==> src/rtl/inst_fetch.sv <==
// Instruction fetch/issue unit: owns the PC, fetches words over a req/ack
// handshake and presents a stable Inst/Inst_Valid pair to the control unit.
module inst_fetch #(
    parameter int                ADDR_W   = 16,
    parameter logic [ADDR_W-1:0] RESET_PC = '0,
    parameter int                CNT_W    = 16
) (
    input  logic              CLK,
    input  logic              Reset,
    input  logic [1:0]        PC_SEL,
    input  logic [25:0]       Br_Offset,
    input  logic [ADDR_W-1:0] Br_Target,
    input  logic              Adv,
    output logic              mem_req,
    output logic [ADDR_W-1:0] mem_addr,
    input  logic              mem_ack,
    input  logic [31:0]       mem_rdata,
    output logic [31:0]       Inst,
    output logic              Inst_Valid,
    output logic [ADDR_W-1:0] PC,
    output logic [CNT_W-1:0]  Inst_Count
);

    typedef enum logic [1:0] {
        S_IDLE  = 2'd0,
        S_FETCH = 2'd1,
        S_HOLD  = 2'd2
    } state_t;

    state_t             state_q, state_d;
    logic [ADDR_W-1:0]  pc_q, pc_d;
    logic [31:0]        inst_q, inst_d;
    logic               valid_q, valid_d;
    logic [CNT_W-1:0]   cnt_q, cnt_d;

    logic               fetch_done;
    logic               adv_take;
    logic [ADDR_W-1:0]  pc_next;
    logic [ADDR_W-1:0]  pc_off;
    logic [27:0]        off_bytes;
    logic               unused_tgt_bits;

    // Word offset scaled to bytes, then fitted to the PC width (sign-extended or truncated).
    assign off_bytes = {Br_Offset, 2'b00};

    generate
        if (ADDR_W < 28) begin : g_off_trunc
            logic unused_off_bits;
            assign pc_off          = off_bytes[ADDR_W-1:0];
            assign unused_off_bits = ^off_bytes[27:ADDR_W];
        end else if (ADDR_W == 28) begin : g_off_exact
            assign pc_off = off_bytes;
        end else begin : g_off_sext
            assign pc_off = {{(ADDR_W-28){Br_Offset[25]}}, off_bytes};
        end
    endgenerate

    assign unused_tgt_bits = ^Br_Target[1:0];

    // mem_ack only counts while a fetch is outstanding; Adv only while a word is held.
    assign fetch_done = (state_q == S_FETCH) && mem_ack;
    assign adv_take   = (state_q == S_HOLD) && valid_q && Adv && (PC_SEL != 2'b00);

    always_comb begin
        pc_next = pc_q;
        case (PC_SEL)
            2'b01:   pc_next = pc_q + ADDR_W'(4);
            2'b10:   pc_next = pc_q + pc_off;
            2'b11:   pc_next = {Br_Target[ADDR_W-1:2], 2'b00};
            default: pc_next = pc_q;
        endcase
    end

    always_ff @(posedge CLK) begin
        if (Reset) begin
            state_q <= S_IDLE;
        end else begin
            state_q <= state_d;
        end
    end

    always_comb begin
        state_d = state_q;
        case (state_q)
            S_IDLE:  state_d = S_FETCH;
            S_FETCH: if (mem_ack)  state_d = S_HOLD;
            S_HOLD:  if (adv_take) state_d = S_FETCH;
            default: state_d = S_IDLE;
        endcase
    end

    always_comb begin
        mem_req = (state_q == S_FETCH);
    end

    always_comb begin
        pc_d    = pc_q;
        inst_d  = inst_q;
        valid_d = valid_q;
        cnt_d   = cnt_q;
        if (fetch_done) begin
            inst_d  = mem_rdata;
            valid_d = 1'b1;
        end
        if (adv_take) begin
            pc_d    = pc_next;
            valid_d = 1'b0;
            if (cnt_q != {CNT_W{1'b1}}) begin
                cnt_d = cnt_q + CNT_W'(1);
            end
        end
    end

    always_ff @(posedge CLK) begin
        if (Reset) begin
            pc_q    <= RESET_PC;
            inst_q  <= '0;
            valid_q <= 1'b0;
            cnt_q   <= '0;
        end else begin
            pc_q    <= pc_d;
            inst_q  <= inst_d;
            valid_q <= valid_d;
            cnt_q   <= cnt_d;
        end
    end

    assign mem_addr   = pc_q;
    assign PC         = pc_q;
    assign Inst       = inst_q;
    assign Inst_Valid = valid_q;
    assign Inst_Count = cnt_q;

endmodule

==> config.mk <==
export PLATFORM = sky130hd
export DESIGN_NAME = inst_fetch
export DESIGN_NICKNAME = d
export VERILOG_FILES = /design/src/rtl/inst_fetch.sv
export SDC_FILE = /design/constraint.sdc
export NUM_CORES = 1
export LEC_CHECK = 0
export CORE_MARGIN = 1.5
export CORE_UTILIZATION = 40
export DETAILED_ROUTE_END_ITERATION = 10
export PLACE_DENSITY = 0.78
export REMOVE_ABC_BUFFERS = 1
export SLEW_MARGIN = 30
export SYNTH_ARGS = -nofsm -noshare
export SYNTH_HDL_FRONTEND = slang
export SYNTH_SLANG_ARGS = --single-unit
==> constraint.sdc <==
create_clock -name CLK -period 2.9 [get_ports CLK]
set_input_delay 0.58 -clock CLK [delete_from_list [all_inputs] [get_ports CLK]]
set_output_delay 0.58 -clock CLK [all_outputs]
set_load 0.05 [all_outputs]
==> metrics.md, run 1 <==
| Metric | Value |
|---|---|
| Vias per Instance | 4.99 |
| Final worst slack | 0.150 ns |
| Die span in x | 95.0 um |
| Area Overhead vs Synth | 51.9% |
| Fmax | 364 MHz |
| Initial antenna violation count | 0 |
| Avg Cell Area, Syn | 7.82 um^2 |
| Num ports | 162 |
| Cell taking the most area after synthesis | dfxtp_1 |
| CTS tree | built |
| Commonest cells in the netlist | nand2_1 (89), dfxtp_1 (65), a21oi_1 (53) |
| Per-cell routed wire length | 13.1 um |
| CP Class | in -> reg |
| Num CTS Buffers | 9 |
| Row Count | 33 |
| IR drop worst, VDD | 0.273 mV |
| Setup crit end kind | flip-flop |
| Worst Hold Slack | 0.456 ns |
| Met3 wire length | 643 um |
| Maxcap violations | 0 |
| Leak pwr | 1.97 nW |
| Die area | 9030 um^2 |
| Max_slew headroom | 47.4% |
| Worst Path Required | 3.12 ns |
| Die height | 95.0 um |
| Final Hold Viols | 0 |
| Vias in the first global route | 3135 |
| WL met1 | 4000 um |
| Iteration-0 DRC count of the detailed router | 81 |
| Via Count | 3411 |
| Least-Margin Pin Slew | 0.779 ns |
| Final Slew Violations | 0 |
| Core area | 8220 um^2 |
| Ys flop type | dfxtp_1 |
| Layout cell share with drive strength beyond 1 | 8.48% |
| ANT nets after route | 0 |
| I/O Buffers | 143 |
| Sequential fraction of the synthesis area | 38.4% |
| Final setup fails | 0 |
| Initial Util | 41.2% |
| Post-DP HPWL | 6670 um |
| Min-Delay Path Class | reg -> reg |
| Post-route DRC | 0 |
| Total Routing Usage GR | 19.8% |
| Worst skew pair latency | 0.34 ns |
| Final min period | 2.75 ns |
| Startpoint types | input port |
| ANT cells | 0 |
| Top routing layer in use | met4 |
| Cell Area, Synth | 3390 um^2 |
| Global-route wire length before repair | 14200 um |
| Synthesized flop and latch total | 65 |
| CTS clk-pin slew, worst paths | 0.08 ns |
| Synth area leaders | dfxtp_1 (38%), nand2_1 (9.9%), a21oi_1 (7.8%) |
| Unrepaired setup endpoints after global routing | false |
| NumNets Final | 668 |
| H-tree Lvls | 3 |
| Post-Place Worst Slack | -0.192 ns |
| Largest net degree at the start of global routing | 51 |
| Root Driver | clkbuf_8 |
| Ys async rst share | 0% |
| Clk buf depth | 2 |
| CTS Sinks | 65 |
| Pre-Repair DR Iteration Count | 4 |
| Met2 routed WL | 4250 um |
| Most frequent cell after synthesis | nand2_1 |
| Synth top area share | 38.4% |
| GPL Wtd Cong | 0.823 |
| EDFF count, synth | 0 |
| Grt ovf | 0 |
| Cells after synthesis | 433 |
| CP max FO | 10 |
| Post-Route WL | 8960 um |
| Power per cell area | 421 nW/um^2 |
| Post-route clock period utilization | 94.8% |
| Outcome | finished, final reports clean |
| Post-synth cell types | 46 |
| Synth warnings | 0 |
| Fin Setup TNS | 0 ns |
| Fin Clk Skew | 0.00914 ns |
| Worst EP arrival | 2.97 ns |
cell usage in the layout, fill, tap and decap left out, types with 10 or more instances in the layout:
cell type	synthesis	final
buf_4	18	26
nand3_1	11	11
nand2_1	89	89
xor2_1	15	15
nor2_1	36	36
dfxtp_1	65	65
a21oi_1	53	52
ha_1	14	14
xnor2_1	10	10
clkdlybuf4s50_1	0	142
and2_1	16	16
path summary, 6_finish.rpt:
kind	startpoint	to	slack, ns	cells after the start
hold reg to reg	Inst[5]	Inst[5]	0.46	2
setup reg to reg	PC[2]	PC[14]	0.76	9
hold / removal	Inst[5]	Inst[5]	0.46	2
setup / recovery	PC_SEL[1]	PC[14]	0.15	12
what timing repair did:
action / in CTS / in global routing
setup endpoints to repair: 0 / 6
hold endpoints to repair: 0 / 0
buffers inserted: 0 / 0
gates resized for setup: 0 / 2
hold buffers: 0 / 0
layout make-up:
type                    count  area [um^2]
clock buffers               9          124
clock inverters             7          100
fillers                   747         3070
inverters                   6         22.5
multi-input cells         322         1840
flip-flops and latches     65         1300
well taps                 105          131
repair buffers            169         1620
metrics by stage:
step           util (%)  instances  area (um^2)  total power [W]
3_5_place_dp       59.8        667         4910          0.00132
3_3_place_gp       59.8        667         4910          0.00132
6_report           62.6        683         5140          0.00217
2_1_floorplan         -        393         3160          0.00113
5_1_grt            62.6        683         5140          0.00226
4_1_cts            62.5        683         5140          0.00220
flip-flops by register name, indices dropped and copies added, names as in the netlist:
signal,cells
PC,14
Inst_Valid,1
Inst_Count,16
state_q,2
Inst,32
worst max-delay path, stage by stage:
cell	delay [ns]
clkdlybuf4s50_1	0.41
nor2b_2	0.16
buf_4	0.16
and2_1	0.19
fa_1	0.41
a21oi_1	0.25
o22ai_1	0.15
o21ai_0	0.20
buf_4	0.15
o21ai_1	0.07
xnor2_1	0.14
o22ai_1	0.08
routing by layer:
metal / GRT usage [%] / vias up
met5: 0 / -
met4: 7.09 / 0
met3: 4.23 / 9
met2: 33.9 / 114
met1: 24.4 / 1556
li1: - / 1732
cells by family (layout without fill, tap and decap cells):
logic type / count (synthesis) / in the layout / synth area share, %
fa+ha+maj: 15 / 15 / 5.76
xor+xnor: 25 / 25 / 6.46
flops: 65 / 65 / 38.4
mux: 1 / 1 / 0.296
compound gates: 87 / 87 / 15.2
other cells: 1 / 4 / 0.111
buf+inv: 49 / 191 / 7.68
simple gates: 190 / 190 / 26.0
power by group:
group / switching (W) / internal, W
Clock: 0.000374 / 0.000493
Sequential: 0.0000140 / 0.000918
Combinational: 0.000204 / 0.000164
Note: power is estimated with default switching activity, not from simulation.
==> run 2: changes to the inputs <==
--- a/config.mk
+++ b/config.mk
@@ -7,9 +7,11 @@
 export LEC_CHECK = 0
 export CORE_MARGIN = 1.5
 export CORE_UTILIZATION = 40
+export CTS_BUF_LIST = sky130_fd_sc_hd__clkbuf_16
 export DETAILED_ROUTE_END_ITERATION = 10
 export PLACE_DENSITY = 0.78
 export REMOVE_ABC_BUFFERS = 1
+export SETUP_SLACK_MARGIN = 0.2
 export SLEW_MARGIN = 30
 export SYNTH_ARGS = -nofsm -noshare
 export SYNTH_HDL_FRONTEND = slang
==> run 2 against run 1 <==
Clock power grew 36%. Sequential share of layout area is 1.0 points lower. Cell count grew 0.29%. Via count increased by 1.2%. Fmax is 2.6% higher. Critical path depth stayed put. Critical path type unchanged. Largest cell class unchanged.
==> metrics.md, run 2 (same netlist as run 1, synthesis figures left out) <==
| Metric | Value |
|---|---|
| Slowest stage cell, crit path | clkdlybuf4s50_1 (unchanged) |
| Cell breakdown of the critical path | clkdlybuf4s50_1 -> nor2b_4 -> buf_2 -> and2_1 -> ha_4 -> nand3_1 -> and2_4 -> a21oi_1 -> nor3_2 -> buf_4 -> o41a_1 -> nand3b_1 (was clkdlybuf4s50_1 -> nor2b_2 -> buf_4 -> and2_1 -> fa_1 -> a21oi_1 -> o22ai_1 -> o21ai_0 -> buf_4 -> o21ai_1 -> xnor2_1 -> o22ai_1) |
| Fmax | 373 MHz (was 364 MHz) |
| Power share of the sequential group | 37.5% (was 43.0%) |
| Global-route wire length before repair | 14300 um (was 14200 um) |
| ANT nets after route | 0 (unchanged) |
| Largest net degree at the start of global routing | 51 (unchanged) |
| Final setup fails | 0 (unchanged) |
| Worst Path Required | 3.17 ns (was 3.12 ns) |
| Post-route DRC | 0 (unchanged) |
| Post-route clock period utilization | 92.4% (was 94.8%) |
| Crit path buf inv count | 3 (unchanged) |
| Unrepaired setup endpoints after global routing | true (was false) |
| Worst skew pair latency | 0.33 ns (was 0.34 ns) |
| Via Count | 3451 (was 3411) |
| ANT cells | 0 (unchanged) |
| Max FFs per register | 32 (unchanged) |
| IR drop worst, VDD | 0.289 mV (was 0.273 mV) |
| Post-Place Worst Slack | -0.192 ns (unchanged) |
| Total Routing Usage GR | 19.9% (was 19.8%) |
| Num ports | 162 (unchanged) |
| Vias in the first global route | 3174 (was 3135) |
| Maxcap violations | 0 (unchanged) |
| Root Driver | clkbuf_16 (was clkbuf_8) |
| Combinational share of power | 15.2% (was 17.0%) |
| Iteration-0 DRC count of the detailed router | 77 (was 81) |
| Core area | 8220 um^2 (unchanged) |
| Num CTS Buffers | 9 (unchanged) |
| Worst EP arrival | 2.95 ns (was 2.97 ns) |
| Area Overhead vs Synth | 58.3% (was 51.9%) |
| Min-Delay Path Class | reg -> reg (unchanged) |
| Fin Setup TNS | 0 ns (unchanged) |
| CTS tree | built (unchanged) |
| Fin Clk Skew | 0.00632 ns (was 0.00914 ns) |
| Initial Util | 41.2% (unchanged) |
| Initial antenna violation count | 0 (unchanged) |
| Startpoint types | input port (unchanged) |
| Outcome | finished, final reports clean (unchanged) |
| Final min period | 2.68 ns (was 2.75 ns) |
| CP max FO | 5 (was 10) |
| Clock share of power | 47.3% (was 40.0%) |
| CTS clk-pin slew, worst paths | 0.06 ns (was 0.08 ns) |
| Post-DP HPWL | 6670 um (unchanged) |
| Setup crit end kind | flip-flop (unchanged) |
| Commonest non-fill, non-tap cell in the layout | clkdlybuf4s50_1 (unchanged) |
| Sw Ratio | 25.6% (was 27.3%) |
| Post-Route WL | 9290 um (was 8960 um) |
| Most frequent cells in the layout | clkdlybuf4s50_1 (141), nand2_1 (89), dfxtp_1 (65), a21oi_1 (50), nor2_1 (35) (was clkdlybuf4s50_1 (142), nand2_1 (89), dfxtp_1 (65), a21oi_1 (52), nor2_1 (36)) |
| GPL Wtd Cong | 0.823 (unchanged) |
| CTS Sinks | 65 (unchanged) |
| Final Hold Viols | 0 (unchanged) |
| Per-cell routed wire length | 13.6 um (was 13.1 um) |
| Max_slew headroom | 48.3% (was 47.4%) |
| Post-CTS Hold Fix Bufs | 0 (unchanged) |
| Layout cell share with drive strength beyond 1 | 11.6% (was 8.48%) |
| Final Slew Violations | 0 (unchanged) |
| Pre-Repair DR Iteration Count | 4 (unchanged) |
| Grt ovf | 0 (unchanged) |
| Sw Pwr | 0.000637 W (was 0.000593 W) |
| Power per cell area | 464 nW/um^2 (was 421 nW/um^2) |
| Fillers | 711 (was 747) |
| Worst Hold Slack | 0.453 ns (was 0.456 ns) |
| NumNets Final | 670 (was 668) |
| Worst stage delay on the critical path | 0.42 ns (was 0.41 ns) |
| Clk buf depth | 2 (unchanged) |
| Vias per Instance | 5.04 (was 4.99) |
| Post-layout total power | 0.00249 W (was 0.00217 W) |
| Die height | 95.0 um (unchanged) |
| Int Pwr | 0.00185 W (was 0.00157 W) |
| Leak pwr | 2.04 nW (was 1.97 nW) |
| Final worst slack | 0.219 ns (was 0.150 ns) |
| Top Family by Delay on Critical Path | simple AND/OR/NAND/NOR gates (was compound AO/OA/AOI/OAI gates) |
| Row Count | 33 (unchanged) |
| I/O Buffers | 143 (unchanged) |
| Least-Margin Pin Slew | 0.766 ns (was 0.779 ns) |
| Die span in x | 95.0 um (unchanged) |
| CP Class | in -> reg (unchanged) |
| Die area | 9030 um^2 (unchanged) |
| H-tree Lvls | 3 (unchanged) |
==> run 2: cell count changes in the layout (fill, tap and decap cells not counted), sizes merged <==
cell and delta:
clkdlybuf4s50 -1, dlymetal6s2s +1, buf +2
==> run 2: cell type report <==
cell class | instances | area [um^2] | area share, %
Multi-Input combinational cell | 322 | 1940 | 36.2
Timing Repair Buffer | 171 | 1640 | 30.6
Sequential cell | 65 | 1300 | 24.3
Clock buffer | 9 | 225 | 4.20
Tap cell | 105 | 131 | 2.45
Clock inverter | 7 | 100 | 1.87
Inverter | 6 | 22.5 | 0.420
==> run 2: power by group through the flow <==
stage          combinational (W)  clock [W]  sequential, W
6_report                0.000378    0.00118       0.000933
5_1_grt                 0.000404    0.00124       0.000935
4_1_cts                 0.000371    0.00120       0.000933
3_5_place_dp            0.000368          0       0.000953
3_3_place_gp            0.000365          0       0.000951
2_1_floorplan          0.0000958          0        0.00104
==> run 2: worst paths after layout <==
kind                  end  slack [ns]  cells after the start  startpoint
setup reg to reg   PC[14]        0.89                      9       PC[2]
hold / removal    Inst[5]        0.45                      2     Inst[5]
hold reg to reg   Inst[5]        0.45                      2     Inst[5]
setup / recovery   PC[15]        0.22                     12   PC_SEL[1]
==> run 2: worst register-to-register path, delay by kind of cell (launching register included) <==
kind | cells | cell delay [ns]
buf+inv | 1 | 0.13
xor+xnor | 1 | 0.14
flops | 1 | 0.35
fa+ha+maj | 2 | 0.61
compound gates | 5 | 0.63
==> run 2: stage by stage <==
stage,cell area [um^2],cells,util (%)
floorplan,3160,393,-
global placement,4910,667,59.8
detailed placement,4910,667,59.8
CTS,5250,684,63.9
global route,5360,685,65.3
finish,5360,685,65.3
==> run 2: metal layers <==
layer / GRT usage [%] / routed length (um) / share of wire [%] / vias up
met1: 24.0 / 4070 / 44 / 1588
met2: 34.8 / 4530 / 49 / 112
li1: - / - / - / 1742
met4: 6.34 / 57 / 0.61 / 0
met3: 4.94 / 642 / 6.9 / 9
met5: 0 / 0 / 0 / -
==> run 2: timing repair <==
action | CTS | global route
buffers inserted | 1 | 0
pin swaps | 0 | 5
cloned | 0 | 1
endpoints found under the setup margin | 3 | 9
resized for setup | 2 | 26
==> run 3: changes to the inputs <==
--- a/config.mk
+++ b/config.mk
@@ -9,6 +9,7 @@
 export CORE_UTILIZATION = 40
 export CTS_BUF_LIST = sky130_fd_sc_hd__clkbuf_16
 export DETAILED_ROUTE_END_ITERATION = 10
+export GPL_TIMING_DRIVEN = 0
 export PLACE_DENSITY = 0.78
 export REMOVE_ABC_BUFFERS = 1
 export SETUP_SLACK_MARGIN = 0.2
==> run 3 against run 2 <==
Sequential cell count stayed put. Clock power is essentially flat. Worst hold slack about the same. Fmax is 3.9% higher. Sequential share of layout area increased by 1.1 points. Wire length fell by 1.9%. First-iteration DRC count down 31%. Power is 0.85% lower. Non-clock buffer count fell by 25. Critical path depth is 5 lower. Setup slack better by 0.10 ns. Die area unchanged. Critical endpoint unchanged.
==> metrics.md, run 3 (same netlist as run 1, synthesis figures left out) <==
| Metric | Value |
|---|---|
| Worst stage delay on the critical path | 0.57 ns (was 0.42 ns) |
| CTS tree | built (unchanged) |
| Min-Delay Path Class | reg -> reg (unchanged) |
| Startpoint types | input port (unchanged) |
| Per-cell routed wire length | 13.8 um (was 13.6 um) |
| IR drop worst, VDD | 0.302 mV (was 0.289 mV) |
| Post-route DRC | 0 (unchanged) |
| H-tree Lvls | 3 (unchanged) |
| Post-route clock period utilization | 89.0% (was 92.4%) |
| Setup crit end kind | flip-flop (unchanged) |
| Area Overhead vs Synth | 51.6% (was 58.3%) |
| Iteration-0 DRC count of the detailed router | 53 (was 77) |
| Core area | 8220 um^2 (unchanged) |
| Sw Pwr | 0.000630 W (was 0.000637 W) |
| Combinational share of power | 14.7% (was 15.2%) |
| Cell breakdown of the critical path | clkdlybuf4s50_1 -> nand4b_2 -> or2_1 -> or3_1 -> nor4_2 -> a31oi_1 -> nand3b_1 (was clkdlybuf4s50_1 -> nor2b_4 -> buf_2 -> and2_1 -> ha_4 -> nand3_1 -> and2_4 -> a21oi_1 -> nor3_2 -> buf_4 -> o41a_1 -> nand3b_1) |
| Global-route wire length before repair | 14400 um (was 14300 um) |
| Num CTS Buffers | 9 (unchanged) |
| Sw Ratio | 25.5% (was 25.6%) |
| CTS Sinks | 65 (unchanged) |
| Power per cell area | 480 nW/um^2 (was 464 nW/um^2) |
| Row Count | 33 (unchanged) |
| Max_slew headroom | 45.0% (was 48.3%) |
| Worst Path Required | 3.15 ns (was 3.17 ns) |
| CTS clk-pin slew, worst paths | 0.06 ns (about the same) |
| Total Routing Usage GR | 20.2% (was 19.9%) |
| Final Slew Violations | 0 (unchanged) |
| Fin Clk Skew | 0.00920 ns (was 0.00632 ns) |
| Most frequent cells in the layout | clkdlybuf4s50_1 (140), nand2_1 (88), dfxtp_1 (65), a21oi_1 (50), nor2_1 (35) (was clkdlybuf4s50_1 (141), nand2_1 (89), dfxtp_1 (65), a21oi_1 (50), nor2_1 (35)) |
| I/O Buffers | 143 (unchanged) |
| Final Hold Viols | 0 (unchanged) |
| Via Count | 3345 (was 3451) |
| Die span in x | 95.0 um (unchanged) |
| NumNets Final | 645 (was 670) |
| Clk buf depth | 2 (unchanged) |
| Die area | 9030 um^2 (unchanged) |
| Crit path buf inv count | 1 (was 3) |
| Vias in the first global route | 3178 (was 3174) |
| Maxcap violations | 0 (unchanged) |
| Fillers | 724 (was 711) |
| Initial antenna violation count | 0 (unchanged) |
| Outcome | finished, final reports clean (unchanged) |
| Slowest stage cell, crit path | or3_1 (was clkdlybuf4s50_1) |
| Least-Margin Pin Slew | 0.814 ns (was 0.766 ns) |
| Fmax | 388 MHz (was 373 MHz) |
| Initial Util | 41.2% (unchanged) |
| Unrepaired setup endpoints after global routing | false (was true) |
| ANT nets after route | 0 (unchanged) |
| Grt ovf | 0 (unchanged) |
| Root Driver | clkbuf_16 (unchanged) |
| Layout cell share with drive strength beyond 1 | 6.49% (was 11.6%) |
| Pre-Repair DR Iteration Count | 4 (unchanged) |
| Post-CTS Hold Fix Bufs | 0 (unchanged) |
| CP Class | in -> reg (unchanged) |
| Worst EP arrival | 2.83 ns (was 2.95 ns) |
| Post-DP HPWL | 6420 um (was 6670 um) |
| Die height | 95.0 um (unchanged) |
| Final setup fails | 0 (unchanged) |
| CP max FO | 16 (was 5) |
| Post-Route WL | 9120 um (was 9290 um) |
| Placed inst area | 4750 um^2 (was 4910 um^2) |
| ANT cells | 0 (unchanged) |
| Clock share of power | 47.4% (was 47.3%) |
| Int Pwr | 0.00184 W (was 0.00185 W) |
| Post-layout instance area | 5130 um^2 (was 5360 um^2) |
| Final min period | 2.58 ns (was 2.68 ns) |
| Commonest non-fill, non-tap cell in the layout | clkdlybuf4s50_1 (unchanged) |
| Final core occ | 62.5% (was 65.3%) |
| Num ports | 162 (unchanged) |
| Worst skew pair latency | 0.32 ns (was 0.33 ns) |
| Reg-to-reg slack, setup | 0.67 ns (was 0.89 ns) |
| Max FFs per register | 32 (unchanged) |
| GPL Wtd Cong | 0.834 (was 0.823) |
| Top Family by Delay on Critical Path | simple AND/OR/NAND/NOR gates (unchanged) |
| Largest net degree at the start of global routing | 56 (was 51) |
| Vias per Instance | 5.07 (was 5.04) |
| Leak pwr | 1.92 nW (was 2.04 nW) |
| Power share of the sequential group | 37.9% (was 37.5%) |
run 3: cell count changes in the layout (fill, tap and decap cells not counted), moves of 2 or more:
cell / before / now
ha_1: 10 / 13
clkinv_4: 1 / 3
buf_2: 2 / 0
and2_4: 4 / 2
ha_4: 3 / 0
buf_4: 26 / 2
inv_6: 3 / 1
o21ai_1: 4 / 2
run 3: path summary, 6_finish.rpt:
kind	startpoint	to	cells after the start
min	Inst[3]	Inst[3]	2
max	Adv	PC[15]	7
min reg2reg	Inst[3]	Inst[3]	2
max reg2reg	state_q[0]	PC[15]	6
run 3: cell type report:
type,instances,area [um^2],area share (%)
well taps,105,131,2.56
inverters,6,22.5,0.439
flip-flops and latches,65,1300,25.3
clock buffers,9,225,4.39
clock inverters,7,103,2.00
repair buffers,146,1470,28.6
multi-input cells,322,1880,36.7
run 3: through the flow:
| stage | worst slack, ns | std cells | setup TNS, ns | hold WS, ns | total power (W) |
|---|---|---|---|---|---|
| final | 0.320 | 660 | 0 | 0.453 | 0.00247 |
| after global routing | 0.230 | 660 | 0 | 0.472 | 0.00256 |
| after CTS | 0.156 | 660 | 0 | 0.455 | 0.00249 |
| after detailed placement | -0.965 | 642 | -8.69 | 0.446 | 0.00131 |
| after global placement | -0.940 | 641 | -19.00 | 0.441 | 0.00130 |
| after floorplan | 0.249 | 393 | 0 | 0.500 | 0.00113 |
run 3: worst min-delay path, stage by stage (launching register included):
cell and delay [ns]:
dfxtp_1 0.30, nand2_1 0.05, a21oi_1 0.05
run 3: metal layers:
layer	part of all wire, %	global-route usage, %
met5	0	0
met4	0.63	6.22
met3	5.9	3.99
met2	50	36.8
met1	43	23.5
run 3: repair_timing:
| item | CTS | global route |
|---|---|---|
| buffers inserted | 2 | 0 |
| gates resized for setup | 8 | 8 |
| setup endpoints to repair | 13 | 15 |
run 3: power groups by stage:
stage,logic [W],clock network [W],registers (W)
after floorplan,0.0000958,0,0.00104
after global placement,0.000351,0,0.000951
after detailed placement,0.000359,0,0.000953
after CTS,0.000364,0.00120,0.000934
after global routing,0.000387,0.00124,0.000936
final,0.000364,0.00117,0.000934
